**config.mk**
```make
export PLATFORM = sky130hd
export DESIGN_NAME = seq_det_prog
export DESIGN_NICKNAME = d
export VERILOG_FILES = /design/src/rtl/seq_det_pkg.sv /design/src/rtl/seq_det_sat_counter.sv /design/src/rtl/seq_det_prog.sv
export SDC_FILE = /design/constraint.sdc
export NUM_CORES = 1
export LEC_CHECK = 0
export CAP_MARGIN = 40
export CELL_PAD_IN_SITES_DETAIL_PLACEMENT = 1
export CELL_PAD_IN_SITES_GLOBAL_PLACEMENT = 1
export CORE_ASPECT_RATIO = 1.25
export CORE_MARGIN = 8
export CORE_UTILIZATION = 44
export DETAILED_ROUTE_END_ITERATION = 7
export PLACE_DENSITY_LB_ADDON = 0.15
export SLEW_MARGIN = 40
export SYNTH_ARGS = -nofsm -noshare
export SYNTH_HDL_FRONTEND = slang
export SYNTH_SLANG_ARGS = --single-unit
```
**constraint.sdc**
```tcl
create_clock -name clk -period 4.88 [get_ports clk]
set_input_delay 0.976 -clock clk [delete_from_list [all_inputs] [get_ports clk]]
set_output_delay 0.976 -clock clk [all_outputs]
set_load 0.05 [all_outputs]
```
**src/rtl/seq_det_pkg.sv**
```systemverilog
// Shared types and helpers for the programmable serial pattern detector.
package seq_det_pkg;

  typedef enum logic [1:0] {
    ST_IDLE   = 2'd0,
    ST_FILL   = 2'd1,
    ST_SEARCH = 2'd2
  } t_seq_det_state;

  // Widest mask len_mask can build; callers size-cast down to their MAX_LEN.
  localparam int LEN_MASK_W = 32;

  function automatic logic [LEN_MASK_W-1:0] len_mask(input int len);
    logic [LEN_MASK_W-1:0] m;
    m = '0;
    for (int i = 0; i < LEN_MASK_W; i++) begin
      m[i] = (i < len);
    end
    return m;
  endfunction

endpackage

```
**src/rtl/seq_det_sat_counter.sv**
```systemverilog
// Purpose: W-bit up counter with synchronous clear that sticks at all-ones.
// Latency: count reflects inc/clr one cycle after they are sampled.
// Backpressure: none; clr beats inc in the same cycle.
module sat_counter #(
  parameter int W = 8
) (
  input  logic         clk,
  input  logic         rst,
  input  logic         clr,
  input  logic         inc,
  output logic [W-1:0] cnt
);

  localparam logic [W-1:0] CNT_MAX = '1;

  always_ff @(posedge clk) begin
    if (rst || clr) begin
      cnt <= '0;
    end else if (inc && (cnt != CNT_MAX)) begin
      cnt <= cnt + W'(1);
    end
  end

endmodule

```
**src/rtl/seq_det_prog.sv**
```systemverilog
// Purpose: runtime-programmable serial bit-pattern detector with saturating match count.
// Latency: match pulses one cycle after the completing bit is sampled.
// Backpressure: none; in_valid gaps hold state, cfg_load drops a coincident bit.
module seq_det_prog
  import seq_det_pkg::*;
#(
  parameter int MAX_LEN = 16,
  parameter int CNT_W   = 8,
  parameter int LEN_W   = $clog2(MAX_LEN + 1)
) (
  input  logic               clk,
  input  logic               rst,
  input  logic               enable,
  input  logic               cfg_load,
  input  logic [MAX_LEN-1:0] cfg_pattern,
  input  logic [LEN_W-1:0]   cfg_len,
  input  logic               cfg_overlap,
  input  logic               cnt_clr,
  input  logic               in_valid,
  input  logic               in_bit,
  output logic               match,
  output logic [CNT_W-1:0]   match_cnt,
  output logic               cfg_err
);

  localparam logic [LEN_W-1:0] LEN_MAX = LEN_W'(MAX_LEN);

  typedef struct packed {
    logic [MAX_LEN-1:0] pattern;
    logic [LEN_W-1:0]   len;
    logic               overlap;
  } cfg_t;

  cfg_t               cfg_q;
  logic               cfg_err_q;
  t_seq_det_state     state_q, state_d;
  logic [MAX_LEN-1:0] hist_q, hist_d, hist_shift, mask;
  logic [LEN_W-1:0]   fill_q, fill_d, fill_inc;
  logic               match_q, match_d;
  logic               len_illegal, accept, reaches_len, cmp_eq, hit;

  assign len_illegal = (cfg_len == '0) || (cfg_len > LEN_MAX);
  assign mask        = MAX_LEN'(len_mask(int'(cfg_q.len)));
  assign hist_shift  = {hist_q[MAX_LEN-2:0], in_bit};
  assign fill_inc    = (fill_q == LEN_MAX) ? fill_q : fill_q + LEN_W'(1);
  assign reaches_len = (fill_inc >= cfg_q.len);
  assign cmp_eq      = ((hist_shift ^ cfg_q.pattern) & mask) == '0;

  // A bit arriving with a config load or while disabled is discarded.
  assign accept = (state_q != ST_IDLE) && enable && in_valid && !cfg_load;
  assign hit    = accept && cmp_eq && ((state_q == ST_SEARCH) || reaches_len);

  always_comb begin
    state_d = state_q;
    hist_d  = hist_q;
    fill_d  = fill_q;
    match_d = 1'b0;
    if (cfg_load) begin
      hist_d  = '0;
      fill_d  = '0;
      state_d = (enable && !len_illegal) ? ST_FILL : ST_IDLE;
    end else if (!enable) begin
      hist_d  = '0;
      fill_d  = '0;
      state_d = ST_IDLE;
    end else begin
      unique case (state_q)
        ST_IDLE: begin
          hist_d = '0;
          fill_d = '0;
          if (!cfg_err_q) state_d = ST_FILL;
        end
        ST_FILL: begin
          if (accept) begin
            hist_d = hist_shift;
            fill_d = fill_inc;
            if (reaches_len) state_d = ST_SEARCH;
          end
        end
        ST_SEARCH: begin
          if (accept) begin
            hist_d = hist_shift;
            fill_d = fill_inc;
          end
        end
        default: state_d = ST_IDLE;
      endcase
      if (hit) begin
        match_d = 1'b1;
        // Non-overlap: the matched bits may not be reused by the next match.
        if (!cfg_q.overlap) begin
          hist_d  = '0;
          fill_d  = '0;
          state_d = ST_FILL;
        end
      end
    end
  end

  always_ff @(posedge clk) begin
    if (rst) begin
      state_q   <= ST_IDLE;
      hist_q    <= '0;
      fill_q    <= '0;
      match_q   <= 1'b0;
      cfg_q     <= '{pattern: '0, len: LEN_MAX, overlap: 1'b1};
      cfg_err_q <= 1'b0;
    end else begin
      state_q <= state_d;
      hist_q  <= hist_d;
      fill_q  <= fill_d;
      match_q <= match_d;
      if (cfg_load) begin
        cfg_q     <= '{pattern: cfg_pattern, len: cfg_len, overlap: cfg_overlap};
        cfg_err_q <= len_illegal;
      end
    end
  end

  sat_counter #(.W(CNT_W)) u_match_cnt (
    .clk (clk),
    .rst (rst),
    .clr (cnt_clr),
    .inc (match_q),
    .cnt (match_cnt)
  );

  assign match   = match_q;
  assign cfg_err = cfg_err_q;

endmodule

```
Word level (Yosys, flattened, before mapping)
Cells that the tools add are included.
{ "op_classes": {"add_sub_neg": 2, "n_mul": 0, "div": 0, "magnitude_cmp": 18, "n_eq_ne": 4, "shifts": 0, "n_mux": 19, "bitwise_logic": 3, "reduce_logical": 18} }
{ "op_table": {"columns": ["cell", "count"], "rows": [
  ["two-way mux 16 bit", 3],
  ["< comparator 4 x 5 -> 1 bit, first input constant", 8],
  ["one-hot mux 16 bit (2 select lines)", 1],
  ["< comparator 3 x 5 -> 1 bit, first input constant", 4],
  ["two-way mux 5 bit", 4],
  ["bitwise AND 16 bit", 1],
  ["logical NOT 16 bit", 1],
  ["bitwise XOR 16 bit", 1],
  ["two-way mux 2 bit", 7],
  ["< comparator 1 x 5 -> 1 bit, first input constant", 2],
  ["< comparator 2 x 5 -> 1 bit, first input constant", 2],
  ["one-hot mux 5 bit (2 select lines)", 1],
  ["adder 8 x 1 -> 8 bit, second input constant", 1],
  ["inequality test 8 bit, second input constant", 1],
  ["logical AND 1 bit", 7],
  ["one-hot mux 2 bit (3 select lines)", 1],
  ["adder 5 x 1 -> 5 bit, second input constant", 1],
  ["== test 5 bit, second input constant", 1],
  ["greater-or-equal comparator 5 bit", 1],
  ["greater-than comparator 5 bit, second input constant", 1],
  ["logical NOT 5 bit", 1],
  ["logical OR 1 bit", 3],
  ["OR reduction 3 bit", 1],
  ["== test 2 x 1 -> 1 bit, second input constant", 1],
  ["7 further kinds", 9]
]} }
{ "word_totals": {"reg_bits": 55, "latch_bits": 0, "ramBits": 0, "rom_bits": 0, "inputBits": 29, "output_inout_bits": 10, "wordCells": 73, "n_memories": 0} }

Depth between registers and ports, before layout
Gate-level depths: netlist of the first run.
{ "logic_depth": {"word_depth": 10, "depth_mapped": 13, "depth_no_buf": 12} }

Hierarchy
From an unflattened synthesis of the first run, not the netlist that was laid out.
{ "hier_totals": {"hier_cells": 307, "hier_area_um2": 2845.2} }
{ "by_module_without_submodules": {"columns": ["module", "n_inst", "cells_each", "area_each_um2", "seq_area_each_um2"], "rows": [
  ["seq_det_prog", 1, 259, 2423.6, 920.9],
  ["sat_counter", 1, 48, 421.7, 160.2]
]} }

Worst setup path before layout of the first run
No wires, ideal clock.
{ "synth_timing": {"kind": "register -> register", "from": "register fill_q[0]", "to": "register fill_q[1]", "setup_time_ns": 0.133, "t_arrival_ns": 2.328, "required_ns": 4.747, "slack_ns": 2.419, "stages_incl_launch_ff": 13, "path_buffers": 1, "period_less_slack_ns": 2.461, "cell_sequence": "dfxtp_1 > inv_1 > ha_1 > nand2_1 > nor3_1 > mux2_2 > ha_1 > a21oi_1 > o211ai_1 > nand4b_1 > o21ai_2 > buf_6 > a211oi_1"} }
{ "synth_between": {"elab_chain_len": 6, "word_cells_on_any_way": 10, "cone_classes": "add/sub (1); order compare (1); eq/ne (1); mux (5); reduce/logical (2)"} }
{ "synth_lines": {"columns": ["item", "line", "rtl"], "rows": [
  ["from (decl)", "seq_det_prog.sv:38", "logic [LEN_W-1:0] fill_q, fill_d, fill_inc;"],
  ["from (signal assigned)", "seq_det_prog.sv:111", "fill_q <= fill_d;"],
  ["adder 5 x 1 -> 5 bit / == test 5 bit (equally long branches)", "seq_det_prog.sv:45", "assign fill_inc = (fill_q == LEN_MAX) ? fill_q : fill_q + LEN_W'(1);"],
  ["two-way mux 5 bit (*)", "seq_det_prog.sv:45", null],
  ["greater-or-equal comparator 5 bit / two-way mux 5 bit (equally long branches)", "seq_det_prog.sv:46, seq_det_prog.sv:74, seq_det_prog.sv:81", null],
  ["logical OR 1 bit / one-hot mux 5 bit (2 select lines) (equally long branches)", "seq_det_prog.sv:51, seq_det_prog.sv:67", null],
  ["logical AND 1 bit / two-way mux 5 bit (equally long branches)", "seq_det_prog.sv:51, seq_det_prog.sv:91", null],
  ["two-way mux 5 bit (*)", "seq_det_prog.sv:88", "if (hit) begin"]
]} }
Every way passes the cells marked *; elsewhere a longest branch is shown, timed or not.
A chain may end at the register's enable or synchronous reset.

Worst setup path in the final report of the first run
{ "layout_timing": {"from": "register fill_q[0]", "to": "register hist_q[11]"} }
{ "layout_between": {"elab_chain_len": 6, "word_cells_on_any_way": 7, "cone_classes": "add/sub (1); order compare (1); eq/ne (1); mux (2); reduce/logical (2)"} }
{ "layout_lines": {"columns": ["item", "line", "rtl"], "rows": [
  ["adder 5 x 1 -> 5 bit / == test 5 bit (equally long branches)", "seq_det_prog.sv:45", null],
  ["two-way mux 5 bit (*)", "seq_det_prog.sv:45", null],
  ["greater-or-equal comparator 5 bit (*)", "seq_det_prog.sv:46", "assign reaches_len = (fill_inc >= cfg_q.len);"],
  ["logical OR 1 bit (*)", "seq_det_prog.sv:51", "assign hit = accept && cmp_eq && ((state_q == ST_SEARCH) || reaches_len);"],
  ["logical AND 1 bit (*)", "seq_det_prog.sv:51", null],
  ["two-way mux 16 bit (*)", "seq_det_prog.sv:88", null],
  ["to (signal assigned)", "seq_det_prog.sv:110", "hist_q <= hist_d;"],
  ["to (decl)", "seq_det_prog.sv:37", "logic [MAX_LEN-1:0] hist_q, hist_d, hist_shift, mask;"]
]} }
Marked as above.

==> results of run 1 <==
-- metrics by stage --
stage               utilization, %  hold WS (ns)  total power [mW]  setup slack [ns]  instances
detailed placement            51.6         0.472             0.575              1.50        424
floorplan                        -         0.445             0.534              2.42        316
global route                  53.5         0.510             0.904              1.49        431
CTS                           53.4         0.486             0.878              1.55        431
finish                        53.5         0.485             0.863              1.76        431
global placement              51.6         0.461             0.572              1.60        424
-- kinds of logic (layout without fill, tap and decap cells) --
kind of cell             count (synthesis)  count (layout)  synth area share [%]
multiplexers                            22              22                  8.11
flip-flops                              54              54                  39.6
XOR/XNOR                                29              29                  9.30
AND/OR/NAND/NOR                        111             111                  19.5
AO/OA/AOI/OAI                           57              57                  12.6
adder cells (fa/ha/maj)                 13              13                  5.87
buffers and inverters                   30              60                  5.04
-- per-layer routing --
layer  vias to the layer above  wire length [um]  part of all wire, %
met3                         6               212                  3.3
met5                         -                 0                    0
met1                      1089              2810                   44
met2                        35              3360                   52
met4                         0                69                  1.1
li1                       1127                 -                    -
-- final cells by class --
class / count / area share, %
sequential: 54 / 33.2
tap: 85 / 3.27
clock buffer: 5 / 2.11
clock inverter: 2 / 1.19
timing repair buffer: 40 / 12.0
inverter: 13 / 1.50
multi-input combinational: 232 / 46.7
-- report_power, final --
part           total (mW)  switching, mW  internal (mW)  leakage [nW]
Sequential          0.467         0.0143          0.452         0.440
Combinational      0.0967         0.0450         0.0517         0.771
Clock               0.299          0.148          0.151        0.0542
-- registers in the layout, indices dropped and copies added (netlist names) --
name and count:
hist_q 15, cfg_err 1, cfg_q 22, fill_q 5
u_match_cnt.cnt 8, state_q 2, match 1
-- cell usage after synthesis (all sizes together) (3+ instances only) --
master	n
nand2	41
clkbuf	9
dfxtp	54
a31oi	3
nand4	3
and3	3
o211ai	3
buf	8
nand3	6
a21oi	29
nor2	34
nor4	3
mux2i	21
nand2b	4
inv	13
o21ai	10
nor3	3
or3	4
xor2	14
ha	12
xnor2	15
-- worst min-delay path by stage --
| stage | from | end | slack (ns) | cells after the start |
|---|---|---|---|---|
| 2_1_floorplan | hist_q[14] | hist_q[14] | 0.45 | 2 |
| 3_3_place_gp | hist_q[14] | hist_q[14] | 0.46 | 2 |
| 3_5_place_dp | hist_q[14] | hist_q[14] | 0.47 | 2 |
| 4_1_cts | hist_q[14] | hist_q[14] | 0.49 | 2 |
| 5_1_grt | hist_q[14] | hist_q[14] | 0.51 | 2 |
| 6_report | hist_q[14] | hist_q[14] | 0.48 | 2 |
-- placed cells by master (no fill, tap or decap), types with 2 or more instances in the layout --
master / n
a21o_1: 2
a21oi_1: 29
a31oi_1: 3
and3_1: 3
and4_1: 2
and4b_1: 2
buf_4: 2
clkbuf_8: 5
clkdlybuf4s50_1: 37
dfxtp_1: 54
ha_1: 12
inv_1: 13
mux2i_1: 21
nand2_1: 41
nand2b_1: 3
nand3_1: 6
nand4_1: 3
nand4b_1: 2
nor2_1: 34
nor3_1: 3
nor4_1: 3
o211ai_1: 3
o21a_1: 2
o21ai_0: 9
o22ai_1: 2
or3_1: 3
xnor2_1: 15
xor2_1: 14
-- worst register-to-register path: stages, from the launching register on --
cell,delay (ns)
dfxtp_1,0.36
inv_1,0.11
ha_1,0.15
nand2_1,0.05
nor3_1,0.42
mux2_2,0.42
ha_1,0.29
a21oi_1,0.10
o211ai_1,0.29
nand4b_1,0.21
o21ai_4,0.50
a21oi_1,0.09
==> out/results.tsv, run 1 <==
stage	metric	value	unit
outcome	outcome	finished, final reports clean	
sta	finalSetupTns	0	ns
worst_setup_path	r2r_start	fill_q[0]	
detailed_routing	drt-initial-drc-count	57	
detailed_routing	viasPerCell	5.24	
clock_tree	clock-root-buffer	clkbuf_8	
worst_setup_path	rr_endpoint	hist_q[11]	
placement	gp_congestion	0.778	
worst_setup_path	criticalPathCategory	flop to flop	
clock_tree	cts_setup_buffers	0	
finish	seqCellArea	0.00108	mm2
clock_tree	postCtsHoldBufs	0	
synthesis	synth_nets	357	
sta	min_period	3.12	ns
worst_setup_path	crit_family	compound AO/OA/AOI/OAI gates	
sta	clock.fmax	320	MHz
sta	rsz0062_at_grt	no	
worst_setup_path	cp_slowest_cell	o21ai_4	
floorplanning	die_w	86.5	um
clock_tree	cts_resized	0	
worst_setup_path	ff2ff_path_depth	11	
worst_setup_path	required	5.05	ns
sta	finClkSkew	0.00947	ns
finish	areaGrowthSynthToFinish	19.2	%
clock_tree	htreeDepth	2	
placement	numPortBuffers	38	
clock_tree	cts_buffers	5	
synthesis	avgSynthCellArea	8.64	um2
detailed_routing	ant_nets	0	
synthesis	ys_seq_elements	54	
synthesis	syn-cell-area	0.00273	mm2
global_route	antenna_found_initial	0	
pwr	leakage	1.27	nW
sta	tightest_slew	0.561	ns
synthesis	synth_top_cell_area_share	39.6	%
worst_setup_path	cp.arrival	3.29	ns
floorplanning	ios	39	
floorplanning	die_height	104	um
detailed_routing	routedWlPerCell	15.0	um
detailed_routing	drt_first_pass_iters	4	
worst_setup_path	startpoint	fill_q[0]	
pwr	p_per_area	265	mW/mm2
clock_tree	path_clk_slew	0.09	ns
finish	stdcell_area	0.00326	mm2
worst_setup_path	crit_chain	inv_1, ha_1, nand2_1, nor3_1, mux2_2, ha_1, a21oi_1, o211ai_1, nand4b_1, o21ai_4, a21oi_1	
sta	report.final.slew_viol_count	0	
sta	timing.final.hold_violations	0	
finish	nFillCells	730	
global_route	grt_usage	15.3	%
worst_setup_path	path_depth	11	
pwr	vdd_ir_drop_max	0.000144	V
global_route	grt_pass1_vias	2393	
worst_setup_path	path_max_fanout	20	
synthesis	yosysWarnings	0	
synthesis	synth_edf_count	0	
placement	post_dp_cell_area	0.00314	mm2
floorplanning	start_util	44.9	%
floorplanning	core_area	0.00609	mm2
finish	final_nets	387	
detailed_routing	vias	2257	
sta	final-setup-viol-count	0	
global_route	grt_use_met3	3.00	%
clock_tree	cts_tree	yes	
worst_setup_path	slowest_delay	0.50	ns
synthesis	async_flop_share	0	%
worst_setup_path	cp_num_buf_inv	1	
floorplanning	row_count	32	
worst_setup_path	reg2reg_slack	1.76	ns
worst_setup_path	startpoint_type	flop	
synthesis	yosysTopAreaCell	dfxtp_1	
placement	dpl.hpwl	4890	um
sta	max_slew_margin	62.4	%
finish	insertedDiodeCount	0	
global_route	grt_busiest_layer	met2	
synthesis	synth-main-ff-cell	dfxtp_1	
global_route	grt_pass1_wl	11400	um
detailed_routing	drt_wl_total	6450	um
worst_setup_path	cp-end-kind	flop	
run	maxCapViolCount	0	
worst_hold_path	hold_path_class	flop to flop	
clock_tree	max-clock-path-buffers	2	
finish	multiInputGateArea	0.00152	mm2
global_route	gr-usage-met1	17.5	%
global_route	grt_max_degree	27	
sta	timing.final.crit_share	64.0	%
floorplanning	die-area	0.00900	mm2
detailed_routing	post-route-drc-count	0	
synthesis	netlist-cell-type-count	43	
global_route	grt_overflow	0	
finish	drive_gt1_share	4.91	%
synthesis	synthTopCellsByArea	dfxtp_1 40%, mux2i_1 7.7%, nand2_1 5.6%, ha_1 5.5%, a21oi_1 5.3%	
global_route	grt_util_met2	27.6	%
synthesis	synth_cells	316	
synthesis	ys_seq_area_share	39.6	%
clock_tree	cts_sinks	54	
clock_tree	clk_latency	0.31	ns
worst_setup_path	critPathCapture	hist_q[11]	
(Power assumes the default switching activity.)
==> run 2, diff against run 1 <==
--- a/config.mk
+++ b/config.mk
@@ -10,7 +10,7 @@
 export CELL_PAD_IN_SITES_GLOBAL_PLACEMENT = 1
 export CORE_ASPECT_RATIO = 1.25
 export CORE_MARGIN = 8
-export CORE_UTILIZATION = 44
+export CORE_UTILIZATION = 37
 export DETAILED_ROUTE_END_ITERATION = 7
 export PLACE_DENSITY_LB_ADDON = 0.15
 export SLEW_MARGIN = 40
==> constraint.sdc (replaced) <==
create_clock -name clk -period 2.6 [get_ports clk]
set_input_delay 0.52 -clock clk [delete_from_list [all_inputs] [get_ports clk]]
set_output_delay 0.52 -clock clk [all_outputs]
set_load 0.05 [all_outputs]
==> run 2 against run 1 <==
Global-route usage fell by 1.8 points; critical path type unchanged; clock-buffer cell count stayed put; cell count increased by 2.8%; core utilization shrank 7.8 points; largest power group unchanged; clock skew shrank 0.0028 ns; sequential cell count is the same.
==> out/results.tsv, run 2 (synthesis results as in run 1) <==
stage	metric	value	unit	change
clock_tree	cts_buffers	5		unchanged
clock_tree	htreeDepth	2		unchanged
pwr	p_switching	0.387	mW	+87%
finish	final_nets	392		+1.3%
detailed_routing	drt_wl_total	6570	um	+1.8%
pwr	power	1.62	mW	+88%
finish	final_common_cell	dfxtp_1		
sta	finalSetupTns	0	ns	unchanged
detailed_routing	ant_nets	0		unchanged
clock_tree	cts_tree	yes		
clock_tree	cts_sinks	54		unchanged
worst_setup_path	crit_chain	inv_1, ha_1, nand2_1, nor3_2, mux2_2, ha_1, a21oi_1, o211ai_1, nand4b_1, o21ai_2, buf_12, a21oi_1		
detailed_routing	drt-initial-drc-count	62		+8.8%
global_route	antenna_found_initial	0		unchanged
global_route	grt_overflow	0		unchanged
floorplanning	die_w	92.8	um	+7.4%
worst_setup_path	r2r_start	fill_q[0]		
sta	final-setup-viol-count	0		unchanged
finish	layout_common_cells	53 x dfxtp_1, 41 x nand2_1, 38 x clkdlybuf4s50_1		
worst_setup_path	ff2ff_path_depth	12		+1
floorplanning	die_height	112	um	+7.7%
clock_tree	clk_latency	0.31	ns	about the same
worst_hold_path	hold_end	hist_q[14]		
pwr	leakage	1.30	nW	+2.8%
detailed_routing	drt_first_pass_iters	4		unchanged
placement	dpl.hpwl	4960	um	+1.4%
worst_setup_path	slowest_delay	0.37	ns	-0.13 ns
worst_setup_path	cp-end-kind	flop		
worst_setup_path	cp.arrival	2.64	ns	-0.65 ns
floorplanning	ios	39		unchanged
finish	reg_top3	cfg_q x22, hist_q x15, u_match_cnt.cnt x8		
worst_setup_path	crit_family	compound AO/OA/AOI/OAI gates		
global_route	grt_pass1_vias	2467		+3.1%
floorplanning	row_count	35		+9.4%
pwr	p_int	1.23	mW	+88%
sta	min_period	2.44	ns	-0.684 ns
pwr	p_seq_share	54.0	%	about the same
finish	areaGrowthSynthToFinish	21.6	%	
clock_tree	clock-root-buffer	clkbuf_8		
pwr	pwr-share-comb	11.4	%	+0.2 points
pwr	vdd_ir_drop_max	0.000236	V	+64%
worst_setup_path	path_depth	12		+1
clock_tree	max-clock-path-buffers	2		unchanged
pwr	p_clk_share	34.5	%	-0.2 points
placement	gp_congestion	0.761		-2.2%
finish	drive_gt1_share	6.55	%	+1.6 points
worst_hold_path	min-delay-start	hist_q[14]		
worst_hold_path	hold_path_class	flop to flop		
run	maxCapViolCount	0		unchanged
floorplanning	die-area	0.0104	mm2	+16%
worst_hold_path	min_path_cells	2		unchanged
worst_setup_path	path_max_fanout	20		unchanged
finish	fin_cells	443		+2.8%
worst_setup_path	reg2reg_slack	0.16	ns	-1.60 ns
placement	place_worst_setup_slack	0.0715	ns	-1.43 ns
floorplanning	start_util	37.6	%	-7.3 points
outcome	outcome	finished, final reports clean		
clock_tree	path_clk_slew	0.10	ns	about the same
worst_setup_path	required	2.81	ns	-2.24 ns
sta	timing.final.hold_violations	0		unchanged
worst_setup_path	cp_slowest_cell	mux2_2		
sta	finClkSkew	0.00671	ns	-0.00276 ns
finish	top_register	cfg_q		
detailed_routing	viasPerCell	5.15		-1.6%
sta	tightest_slew	0.507	ns	-0.0547 ns
pwr	switching_share	23.9	%	-0.14 points
worst_setup_path	criticalPathCategory	flop to flop		
pwr	p_per_area	488	mW/mm2	+84%
sta	worst_slack	0.161	ns	-1.60 ns
placement	numPortBuffers	38		unchanged
placement	dp.cells	436		+2.8%
worst_setup_path	startpoint	fill_q[0]		
worst_setup_path	cp_num_buf_inv	2		+1
floorplanning	core_area	0.00727	mm2	+19%
detailed_routing	routedWlPerCell	14.8	um	-0.96%
clock_tree	postCtsHoldBufs	0		unchanged
worst_setup_path	rr_endpoint	hist_q[2]		
finish	insertedDiodeCount	0		unchanged
global_route	grt_pass1_wl	11600	um	+2.1%
sta	report.final.slew_viol_count	0		unchanged
sta	clock.fmax	410	MHz	+28%
detailed_routing	vias	2283		+1.2%
detailed_routing	post-route-drc-count	0		unchanged
sta	max_slew_margin	66.1	%	+3.7 points
sta	rsz0062_at_grt	yes		
global_route	grt_max_degree	27		unchanged
worst_setup_path	startpoint_type	flop		
finish	largest_reg_flops	22		unchanged
global_route	grt_usage	13.5	%	-1.8 points
sta	timing.final.crit_share	93.8	%	+30 points
-- run 2: cell types whose count changed in the layout (fill, tap and decap cells not counted), sizes merged --
cell           previous run  this run
clkdlybuf4s50            37        38
buf                       3         7
-- run 2: power by group through the flow --
stage          logic [mW]  clock network, mW  registers, mW
2_1_floorplan       0.120                  0          0.882
3_3_place_gp        0.183                  0          0.894
3_5_place_dp        0.187                  0          0.895
4_1_cts             0.188              0.583          0.876
5_1_grt             0.207              0.607          0.880
6_report            0.185              0.559          0.875
-- run 2: worst max-delay path by stage --
stage                      to  slack, ns
global placement    fill_q[1]       0.14
detailed placement  fill_q[1]       0.07
finish              hist_q[2]       0.16
global route        fill_q[3]     -0.008
floorplan           fill_q[1]       0.14
CTS                 fill_q[1]       0.05
-- run 2: what timing repair did --
item,4_1_cts,5_1_grt
endpoints found under the setup margin,0,22
gates resized for setup,0,3
buffers inserted,0,0
-- run 2: area by class of cell --
| type | instances | area, um2 |
|---|---|---|
| Clock buffer | 5 | 68.8 |
| Clock inverter | 2 | 38.8 |
| Fill cell | 888 | 3950 |
| Inverter | 13 | 48.8 |
| Multi-Input combinational cell | 232 | 1520 |
| Sequential cell | 54 | 1080 |
| Tap cell | 92 | 115 |
| Timing Repair Buffer | 45 | 445 |
-- run 2: through the flow --
step,cell area [um2],utilization [%],hold slack (ns)
floorplan,2730,-,0.445
global placement,3200,44.0,0.461
detailed placement,3200,44.0,0.469
CTS,3310,45.5,0.483
global route,3320,45.7,0.498
finish,3320,45.7,0.479
-- run 2: per-layer routing --
layer / track usage (%) / routed length, um
met5: 0 / 0
met4: 4.20 / 90
met3: 3.07 / 221
met2: 22.9 / 3190
met1: 16.3 / 3070
-- run 2: tightest hold or removal path, cell delays in order, from the launching register on --
cell	delay [ns]
dfxtp_1	0.33
nand2_1	0.06
a21oi_1	0.05
==> run 3, diff against run 2 <==
--- a/config.mk
+++ b/config.mk
@@ -9,10 +9,9 @@
 export CELL_PAD_IN_SITES_DETAIL_PLACEMENT = 1
 export CELL_PAD_IN_SITES_GLOBAL_PLACEMENT = 1
 export CORE_ASPECT_RATIO = 1.25
-export CORE_MARGIN = 8
 export CORE_UTILIZATION = 37
 export DETAILED_ROUTE_END_ITERATION = 7
-export PLACE_DENSITY_LB_ADDON = 0.15
+export PLACE_DENSITY_LB_ADDON = 0.1
 export SLEW_MARGIN = 40
 export SYNTH_ARGS = -nofsm -noshare
 export SYNTH_HDL_FRONTEND = slang
==> run 3 against run 2 <==
Sequential cell count is the same; cell count rose by 0.23%; critical path depth stayed put; die area decreased by 26%; global-route usage is 4.7 points higher; first-iteration DRC count up 87%; via count down 0.96%; worst hold slack better by 0.00064 ns.
==> out/results.tsv, run 3 (synthesis results as in run 1) <==
stage	metric	value	unit	change
pwr	power	1.67	mW	+3.3%
global_route	antenna_found_initial	0		unchanged
detailed_routing	drt_first_pass_iters	4		unchanged
finish	multiInputGateArea	0.00153	mm2	+0.25%
worst_setup_path	reg2reg_slack	0.20	ns	+0.04 ns
clock_tree	htreeDepth	2		unchanged
worst_hold_path	min_path_cells	2		unchanged
worst_hold_path	hold_end	hist_q[3]		
finish	nFillCells	860		-3.2%
finish	reg_top3	cfg_q x22, hist_q x15, u_match_cnt.cnt x8		
worst_setup_path	r2r_start	fill_q[0]		
detailed_routing	ant_nets	0		unchanged
worst_setup_path	cp-end-kind	flop		
pwr	vdd_ir_drop_max	0.000353	V	+49%
worst_setup_path	path_max_fanout	20		unchanged
detailed_routing	viasPerCell	5.09		-1.2%
global_route	grt_util_met2	32.8	%	+9.9 points
clock_tree	clock-root-buffer	clkbuf_8		
pwr	p_per_area	499	mW/mm2	+2.3%
finish	insertedDiodeCount	0		unchanged
worst_setup_path	required	2.80	ns	about the same
run	maxCapViolCount	0		unchanged
pwr	leakage	1.32	nW	+1.5%
worst_hold_path	min-delay-start	hist_q[2]		
clock_tree	clk_latency	0.31	ns	about the same
global_route	grt_pass1_wl	11100	um	-4.5%
worst_setup_path	rr_endpoint	fill_q[4]		
sta	max_slew_margin	65.7	%	-0.43 points
worst_setup_path	crit_chain	inv_1, ha_1, nand2_1, nor3_2, mux2_2, ha_1, a21oi_2, o211ai_1, nand4b_1, o21ai_2, buf_12, a21oi_1		
floorplanning	core_area	0.00706	mm2	-2.9%
global_route	grt_busiest_layer	met2		
floorplanning	die_w	78.8	um	-15%
floorplanning	start_util	38.7	%	+1.1 points
clock_tree	postCtsHoldBufs	0		unchanged
detailed_routing	drt-initial-drc-count	116		+87%
placement	numPortBuffers	38		unchanged
sta	clock.fmax	417	MHz	+1.7%
detailed_routing	post-route-drc-count	0		unchanged
finish	drive_gt1_share	8.19	%	+1.6 points
global_route	grt_max_degree	27		unchanged
worst_setup_path	cp.arrival	2.60	ns	-0.04 ns
sta	finalSetupTns	0	ns	unchanged
clock_tree	max-clock-path-buffers	2		unchanged
worst_setup_path	ff2ff_path_depth	12		unchanged
finish	top_register	cfg_q		
finish	seqCellArea	0.00108	mm2	+0.12%
sta	timing.final.crit_share	92.2	%	-1.6 points
sta	final-setup-viol-count	0		unchanged
global_route	grt_usage	18.2	%	+4.7 points
finish	final_common_cell	dfxtp_1		
sta	worst_slack	0.203	ns	+0.0419 ns
clock_tree	cts_sinks	54		unchanged
sta	rsz0062_at_grt	no		
finish	layout_common_cells	52 x dfxtp_1, 41 x nand2_1, 38 x clkdlybuf4s50_1		
detailed_routing	vias	2261		-0.96%
worst_setup_path	slowest_delay	0.37	ns	about the same
finish	areaGrowthSynthToFinish	22.8	%	
clock_tree	cts_buffers	5		unchanged
floorplanning	row_count	34		-2.9%
placement	dpl.hpwl	4770	um	-3.9%
sta	tightest_slew	0.513	ns	+0.00647 ns
sta	min_period	2.40	ns	-0.0419 ns
placement	place_worst_setup_slack	0.0790	ns	+0.00749 ns
floorplanning	die_height	98.0	um	-12%
global_route	grt_use_met3	3.08	%	+0.013 points
floorplanning	die-area	0.00773	mm2	-26%
global_route	grt_pass1_vias	2306		-6.5%
global_route	grt_overflow	0		unchanged
floorplanning	ios	39		unchanged
sta	timing.final.hold_violations	0		unchanged
placement	gp_congestion	0.802		+5.3%
worst_setup_path	criticalPathCategory	flop to flop		
sta	report.final.slew_viol_count	0		unchanged
finish	largest_reg_flops	22		unchanged
sta	finClkSkew	0.00940	ns	+0.00269 ns
sta	hold_ws	0.479	ns	+0.000637 ns
finish	final_nets	394		+0.51%
detailed_routing	drt_wl_total	6350	um	-3.4%
worst_hold_path	hold_path_class	flop to flop		
worst_setup_path	startpoint_type	flop		
outcome	outcome	finished, final reports clean		
clock_tree	path_clk_slew	0.11	ns	about the same
global_route	gr-usage-met1	21.9	%	+5.6 points
worst_setup_path	crit_top_cell	ha_1		
detailed_routing	routedWlPerCell	14.3	um	-3.6%
clock_tree	cts_tree	yes		
finish	final_util	47.5	%	+1.8 points
worst_setup_path	cp_slowest_cell	mux2_2		
[run 3: worst max-delay path: cells and delay by family (launching register included)]
kind,cells,cell delay [ns]
multiplexers,1,0.37
adder cells (fa/ha/maj),2,0.44
AO/OA/AOI/OAI,4,0.52
AND/OR/NAND/NOR,3,0.35
buffers and inverters,2,0.27
flip-flops,1,0.35
[run 3: what timing repair did]
item / CTS / global route
resized for setup: 0 / 7
buffers inserted: 0 / 1
endpoints found under the setup margin: 0 / 22
[run 3: worst max path at each step]
stage          startpoint         end  cells after the start
4_1_cts         fill_q[1]   fill_q[1]                     14
3_5_place_dp    fill_q[0]   fill_q[1]                     14
5_1_grt         fill_q[0]  hist_q[14]                     12
2_1_floorplan   fill_q[0]   fill_q[1]                     12
3_3_place_gp    fill_q[0]  state_q[0]                     11
6_report        fill_q[0]   fill_q[4]                     12
[run 3: final cells by class]
type	count	area share (%)
inverter	13	1.46
tap	90	3.36
multi-input combinational	232	45.5
clock inverter	2	1.16
clock buffer	6	2.46
timing repair buffer	47	13.7
sequential	54	32.3
[run 3: routing by layer]
metal / wire, um / vias to the layer above / part of all wire (%)
met2: 3200 / 33 / 50
met1: 2900 / 1079 / 46
li1: - / 1142 / -
met5: 0 / - / 0
met3: 171 / 7 / 2.7
met4: 73 / 0 / 1.2
[run 3: through the flow]
stage / area (um2) / std cells
2_1_floorplan: 2730 / 316
6_report: 3350 / 444
5_1_grt: 3350 / 444
4_1_cts: 3330 / 443
3_3_place_gp: 3210 / 435
3_5_place_dp: 3210 / 435
[run 3: where the power goes]
group | leakage, nW | switching [mW] | internal, mW
logic | 0.817 | 0.0844 | 0.101
registers | 0.441 | 0.0268 | 0.849
clock network | 0.0618 | 0.293 | 0.317
